**src/rtl/wb_splitter_n.sv**
```systemverilog
// Registered Wishbone classic splitter: one master, NUM_SLAVES equal contiguous windows.
// Define WB_SPLITTER_TIMEOUT_EN to add the BUSY-state timeout termination.
module wb_splitter_n #(
    parameter int unsigned NUM_SLAVES      = 4,
    parameter logic [31:0] BASE_ADDR       = 32'h3000_0000,
    parameter logic [31:0] SLAVE_ADDR_SIZE = 32'h0001_0000,
    parameter int unsigned TIMEOUT_CYCLES  = 255,
    parameter logic [31:0] ERR_DATA        = 32'hDEAD_BEEF
) (
    input  logic                      wb_clk,
    input  logic                      wb_rst,
    input  logic [31:0]               wb_adr,
    input  logic [31:0]               wb_dat_i,
    input  logic [3:0]                wb_sel,
    input  logic                      wb_we,
    input  logic                      wb_stb,
    input  logic                      wb_cyc,
    output logic [31:0]               wb_dat_o,
    output logic                      wb_ack,
    output logic [31:0]               s_adr,
    output logic [31:0]               s_dat_o,
    output logic [3:0]                s_sel,
    output logic                      s_we,
    output logic [NUM_SLAVES-1:0]     s_stb,
    output logic [NUM_SLAVES-1:0]     s_cyc,
    input  logic [32*NUM_SLAVES-1:0]  s_dat_i,
    input  logic [NUM_SLAVES-1:0]     s_ack,
    output logic                      err_pulse,
    output logic [31:0]               err_adr
);

    localparam int unsigned WIN_SHIFT = $clog2(SLAVE_ADDR_SIZE);

    typedef enum logic [1:0] {
        IDLE,
        BUSY,
        RESP
    } state_t;

    state_t                  state_q, state_d;
    logic                    hold_q, hold_d;
    logic [31:0]             adr_q, adr_d;
    logic [31:0]             dat_q, dat_d;
    logic [3:0]              sel_q, sel_d;
    logic                    we_q, we_d;
    logic [NUM_SLAVES-1:0]   slv_q, slv_d;
    logic [31:0]             rdat_q, rdat_d;
    logic                    ack_q, ack_d;
    logic                    errp_q, errp_d;
    logic [31:0]             erradr_q, erradr_d;

    logic [31:0]             win_off;
    logic [31:0]             win_idx;
    logic                    mapped;
    logic [NUM_SLAVES-1:0]   win_onehot;
    logic                    slave_ack;
    logic [31:0]             slave_rdata;
    logic                    timeout;

    // Address decode: addresses below BASE_ADDR are rejected before the offset can wrap.
    assign win_off = wb_adr - BASE_ADDR;
    assign win_idx = win_off >> WIN_SHIFT;
    assign mapped  = (wb_adr >= BASE_ADDR) && (win_idx < NUM_SLAVES);

    always_comb begin
        win_onehot = '0;
        for (int i = 0; i < int'(NUM_SLAVES); i++) begin
            win_onehot[i] = (win_idx == 32'(i));
        end
    end

    // Only the strobed slave's ack and data are visible; all others are masked off.
    assign slave_ack = |(s_ack & slv_q);

    always_comb begin
        slave_rdata = '0;
        for (int i = 0; i < int'(NUM_SLAVES); i++) begin
            if (slv_q[i]) begin
                slave_rdata = s_dat_i[32*i +: 32];
            end
        end
    end

`ifdef WB_SPLITTER_TIMEOUT_EN
    localparam int unsigned CNT_W = $clog2(TIMEOUT_CYCLES + 1);

    logic [CNT_W-1:0] cnt_q, cnt_d;

    // Counter holds the number of completed BUSY cycles; it fires on the last allowed one.
    assign timeout = (state_q == BUSY) && (cnt_q == CNT_W'(TIMEOUT_CYCLES - 1));

    always_comb begin
        cnt_d = cnt_q;
        if (state_q == IDLE) begin
            cnt_d = '0;
        end else if (state_q == BUSY && !timeout) begin
            cnt_d = cnt_q + CNT_W'(1);
        end
    end

    always_ff @(posedge wb_clk or posedge wb_rst) begin
        if (wb_rst) begin
            cnt_q <= '0;
        end else begin
            cnt_q <= cnt_d;
        end
    end
`else
    assign timeout = 1'b0;
`endif

    // Error terminations spend two cycles in RESP: err_pulse first, then wb_ack (hold_q marks the first).
    always_comb begin
        state_d  = state_q;
        hold_d   = 1'b0;
        adr_d    = adr_q;
        dat_d    = dat_q;
        sel_d    = sel_q;
        we_d     = we_q;
        slv_d    = slv_q;
        rdat_d   = rdat_q;
        ack_d    = 1'b0;
        errp_d   = 1'b0;
        erradr_d = erradr_q;

        case (state_q)
            IDLE: begin
                if (wb_cyc && wb_stb) begin
                    adr_d = wb_adr;
                    dat_d = wb_dat_i;
                    sel_d = wb_sel;
                    we_d  = wb_we;
                    if (mapped) begin
                        slv_d   = win_onehot;
                        state_d = BUSY;
                    end else begin
                        rdat_d   = ERR_DATA;
                        erradr_d = wb_adr;
                        errp_d   = 1'b1;
                        hold_d   = 1'b1;
                        state_d  = RESP;
                    end
                end
            end

            BUSY: begin
                if (!wb_cyc) begin
                    slv_d   = '0;
                    state_d = IDLE;
                end else if (slave_ack) begin
                    rdat_d  = slave_rdata;
                    slv_d   = '0;
                    ack_d   = 1'b1;
                    state_d = RESP;
                end else if (timeout) begin
                    slv_d    = '0;
                    rdat_d   = ERR_DATA;
                    erradr_d = adr_q;
                    errp_d   = 1'b1;
                    hold_d   = 1'b1;
                    state_d  = RESP;
                end
            end

            RESP: begin
                if (hold_q) begin
                    ack_d = 1'b1;
                end else begin
                    state_d = IDLE;
                end
            end

            default: begin
                state_d = IDLE;
            end
        endcase
    end

    always_ff @(posedge wb_clk or posedge wb_rst) begin
        if (wb_rst) begin
            state_q  <= IDLE;
            hold_q   <= 1'b0;
            adr_q    <= '0;
            dat_q    <= '0;
            sel_q    <= '0;
            we_q     <= 1'b0;
            slv_q    <= '0;
            rdat_q   <= '0;
            ack_q    <= 1'b0;
            errp_q   <= 1'b0;
            erradr_q <= '0;
        end else begin
            state_q  <= state_d;
            hold_q   <= hold_d;
            adr_q    <= adr_d;
            dat_q    <= dat_d;
            sel_q    <= sel_d;
            we_q     <= we_d;
            slv_q    <= slv_d;
            rdat_q   <= rdat_d;
            ack_q    <= ack_d;
            errp_q   <= errp_d;
            erradr_q <= erradr_d;
        end
    end

    assign wb_dat_o  = rdat_q;
    assign wb_ack    = ack_q;
    assign s_adr     = adr_q;
    assign s_dat_o   = dat_q;
    assign s_sel     = sel_q;
    assign s_we      = we_q;
    assign s_stb     = slv_q;
    assign s_cyc     = slv_q;
    assign err_pulse = errp_q;
    assign err_adr   = erradr_q;

endmodule

```
**config.mk**
```make
export PLATFORM = sky130hd
export DESIGN_NAME = wb_splitter_n
export DESIGN_NICKNAME = d
export VERILOG_FILES = /design/src/rtl/wb_splitter_n.sv
export SDC_FILE = /design/constraint.sdc
export NUM_CORES = 1
export LEC_CHECK = 0
export BUFFER_PORTS_ARGS = -buffer_cell sky130_fd_sc_hd__buf_2
export CORE_AREA = 2 2 135 137
export DETAILED_ROUTE_END_ITERATION = 10
export DIE_AREA = 0 0 137 139
export GPL_TIMING_DRIVEN = 0
export MAX_ROUTING_LAYER = met4
export PLACE_DENSITY = 0.68
export SETUP_SLACK_MARGIN = 0.02
export SKIP_CTS_REPAIR_TIMING = 1
export SLEW_MARGIN = 20
export SYNTH_ARGS = -nofsm -noshare
export SYNTH_HDL_FRONTEND = slang
export SYNTH_SLANG_ARGS = --single-unit
```
**constraint.sdc**
```tcl
create_clock -name wb_clk -period 4.7 [get_ports wb_clk]
set_clock_uncertainty 0.2 [all_clocks]
set_input_delay 0.235 -clock wb_clk [delete_from_list [all_inputs] [get_ports wb_clk]]
set_output_delay 0.235 -clock wb_clk [all_outputs]
set_load 0.005 [all_outputs]
```
# == After elaboration in Yosys (flattened, before gate mapping) ==
# Index checks and enable logic that the tools add are counted.
# totals
regBits,141
latchBits,0
ram_bits,0
mem_bits_ro,0
in_bits,205
output_inout_bits,143
wordCells,65
n_memories,0
# op_classes
addsub,1
multipliers,0
n_div,0
n_lt_le_gt_ge,2
n_eq_ne,12
n_shift,0
n_mux,27
bitwise,2
reduce_logical,11
# op_table
op,count
2-to-1 mux 32 bit,8
one-hot mux 32 bit (2 select lines),1
== test 16 x 2 -> 1 bit (second input constant),2
greater-or-equal comparator 32 x 30 -> 1 bit (second input constant),1
zero test 32 bit,1
subtractor 32 x 30 -> 32 bit (second input constant),1
== test 16 x 1 -> 1 bit (second input constant),1
< comparator 16 x 3 -> 1 bit (second input constant),1
2-to-1 mux 4 bit,4
!= test 2 bit (second input constant),6
2-to-1 mux 2 bit,5
one-hot mux 4 bit (2 select lines),1
2-to-1 mux 1 bit,6
one-hot mux 2 bit (3 select lines),1
AND reduction 3 bit,2
AND reduction 5 bit,1
bitwise AND 4 bit,1
AND reduction 4 bit,1
OR reduction 4 bit,1
!= test 3 bit (second input constant),1
== test 2 x 1 -> 1 bit (second input constant),1
== test 2 bit (second input constant),1
logical AND 1 bit,2
zero test 2 bit,1
4 further kinds,4

# == Longest topological paths before layout ==
# logic_depth
depth_word,7
mapped_depth,8
depth_no_buf,6

# == Least setup slack after synthesis ==
# No wires, ideal clock.
# synth_timing
kind,register to register
startpoint,register state_q[0]
endpoint,"register rdat_q[19], in the netlist wb_dat_o[19]"
setup_ns,0.125
t_arrival_ns,2.191
required_ns,4.375
slack_ns,2.184
path_stages_with_launch,9
n_path_buf,2
period_less_slack_ns,2.516
cell_sequence,dfrtp_1 inv_1 ha_1 and3_1 clkbuf_1 a21oi_1 a221oi_1 buf_2 mux2_2
# synth_via
elab_chain_cells,3
word_cells_on_any_way,9
classes_between,eq/ne: 5; mux: 1; reduce/logical: 3
# synth_lines
element,line_no,rtl
"start, declared",40,"state_t state_q, state_d;"
"start signal, assigned",193,state_q <= state_d;
== test 2 x 1 -> 1 bit or zero test 2 bit (tied branches),126,case (state_q)
!= test 2 bit (no source line) or nonzero test 2 bit (tied branches),n/a,
AND reduction 5 bit (no source line),n/a,
"end signal, assigned",200,rdat_q <= rdat_d;
"end, declared",47,"logic [31:0] rdat_q, rdat_d;"
# Parallel ways exist; a longest one is shown, timed or not.
# A chain may end at the register's enable or synchronous reset.

# == Final worst setup path ==
# layout_timing
startpoint,register state_q[0]
endpoint,"register rdat_q[17], in the netlist wb_dat_o[17]"
# Same word-level chain as after synthesis.

==> run metrics <==
Routed Wire Length=23900 um; largest net degree at the start of global routing=88; first-pass GRT wire length=34500 um; Arr. time, crit path=3.39 ns; Min Clock Period, post-route=3.30 ns; antenna violations before repair=2; Critical Path Start Type=register; register share of total power=42.3%; detailed-route via count=6661; drt via density=4.97; PortBufs=347; filler cell count=1601; internal power=3050 uW; Core Area=17700 um2; I/O pins=348; area leader, netlist=dfrtp_1; DP HPWL=18000 um; Ys Warns=0; FFs w/ async S/R, synth=100%; Synth Instances=660; Post-synth EDFFs=0; remaining global-route overflow=0; Die Y-Extent=139 um; Switching Fraction=32.1%; GRT Util Overall=24.3%; wire per inst=17.8 um; clock root buffer=clkbuf_16; most frequent cells in the layout=352 x buf_2, 255 x nand2_1, 141 x dfrtp_1; Detail Route Antenna Nets=0; Main synth FF type=dfrtp_1; Critical Path, Cell by Cell=inv_1 -> ha_1 -> and3_1 -> clkbuf_1 -> a21oi_1 -> a221oi_1 -> buf_2 -> mux2_2; P_sw=1440 uW; Clock Power Share=28.2%; CP max stage delay=0.70 ns; Leakage=0.00487 uW; CTS tree=yes; post-synthesis cell area=6510 um2; H-Tree Depth=4; Post-Place Worst Slack=1.29 ns; Max Fanout on Critical Path=10; Setup crit end kind=register; most common cell after layout, fill and taps aside=buf_2; CTS max path bufs=2; Num CTS Buffers=17; Slew headroom=43.8%; period utilization=70.2%; mean area per synthesized cell=9.87 um2; Min Hold Slack=0.00443 ns; Data required, critical path=4.79 ns; DRC Markers=0; TritonRoute pass-1 iters=4; Power Total=4480 uW; Nets=1306; final setup fails=0; row count=49; worst vdd rail ir drop=311 uV; Final Hold Viols=0; Die Wd=137 um; Worst Hold Class=input pin to register; DR iter-0 viols=298; Skew-Pair Late Insertion Delay=0.41 ns; Tightest Pin Transition=0.842 ns; Slew Viols, Final=0; status=finished clean; Max-Cap Viols=0; part of the Yosys area used for sequential elements=54.2%; post-route setup slack=1.40 ns; Synth Net Count=868; synthesis-stage register bit count=141; Starting Density=36.9%; share of the synthesized area in the top cell type=54.2%; Fmax=303 MHz; vias in the first global route=6573; Comb pwr share=29.4%; P per Cell Area=456 nW/um2; RSZ-0062 raised after global routing=no; synth unique cells=33; full die area=19000 um2; Reg clk slew, reported paths=0.06 ns; Area Growth Syn to Fin=51.0%; clk sinks=141; Slowest-stage cell, CP=a221oi_1; Area contributors post-synth=dfrtp_1 54%, nand2_1 15%, mux2_2 9.0%, a221oi_1 3.4%, o311ai_0 3.2%; RD Place Congestion=0.867; Setup CP Type=register to register; Core Util, Final=55.7%; layout cell share with drive strength beyond 1=40.2%
==> critical path: cells and delay by family, from the launching register on <==
kind	cells	cell delay (ns)
buf+inv	3	0.95
compound gates	2	0.81
flops	1	0.38
simple gates	1	0.18
fa+ha+maj	1	0.28
mux	1	0.38
==> cell families (layout without fill, tap and decap cells) <==
group	after synthesis	in the layout	synth area share (%)
mux	59	59	10.2
flops	141	141	54.2
buf+inv	65	515	4.07
simple gates	305	305	20.0
compound gates	87	87	11.0
other cells	0	2	0
fa+ha+maj	3	3	0.576
==> per-stage QoR <==
stage	instances	cell area, um2	setup TNS, ns
2_1_floorplan	660	6510	0
3_3_place_gp	1236	8540	-197.93
3_5_place_dp	1237	8570	0
4_1_cts	1268	9120	0
5_1_grt	1341	9830	0
6_report	1341	9830	0
==> sequential cells by signal (all words and copies together), names as in the netlist <==
| signal | count |
|---|---|
| err_adr | 32 |
| s_adr | 32 |
| wb_dat_o | 32 |
| state_q | 2 |
| s_dat_o | 32 |
| s_cyc | 4 |
| err_pulse | 1 |
| s_sel | 4 |
| s_we | 1 |
| wb_ack | 1 |
==> power by group through the flow <==
stage | combinational, uW | sequential [uW] | clock (uW)
after CTS | 1290 | 1890 | 1300
after detailed placement | 1300 | 1890 | 0
after global placement | 1260 | 1890 | 0
after floorplan | 514 | 1940 | 0
after global routing | 1470 | 1950 | 1350
final | 1320 | 1900 | 1270
==> cell type report <==
class,count,area [um2],area share [%]
Buffer,51,213,2.16
Multi-Input combinational cell,454,2720,27.6
Inverter,14,60.1,0.611
Antenna cell,2,5.00,0.0509
Clock inverter,13,119,1.21
Clock buffer,18,429,4.36
Timing Repair Buffer,419,2470,25.2
Sequential cell,141,3530,35.9
Tap cell,229,287,2.91
==> final timing paths <==
kind | startpoint | to | slack, ns | cells past startpoint
setup / recovery | state_q[0] | wb_dat_o[17] | 1.40 | 8
hold / removal | s_dat_i[97] | wb_dat_o[1] | 0.004 | 4
setup reg to reg | state_q[0] | wb_dat_o[17] | 1.40 | 8
hold reg to reg | s_dat_o[9] | s_dat_o[9] | 0.27 | 2
max in group asynchronous | wb_rst | s_adr[5] | 3.35 | 4
min in group asynchronous | wb_rst | wb_dat_o[31] | 0.17 | 3
==> synthesized netlist by cell type, drive strengths merged (3+ instances only) <==
cell type,count
buf,13
dfrtp,141
o21ai,3
nand2,255
nand3b,8
nor2b,25
ha,3
mux2,58
a22o,5
a21oi,18
o311ai,24
or4,3
a221oi,25
inv,14
a221o,9
or4b,3
clkbuf,38
==> metal layers <==
metal / GRT usage [%] / routed length [um] / vias up
met3: 5.63 / 1710 / 46
met4: 10.9 / 818 / 0
li1: - / - / 3133
met2: 40.0 / 12200 / 315
met1: 28.0 / 9220 / 3167
met5: - / 0 / -
No activity file was read; power rests on OpenSTA's default activity.
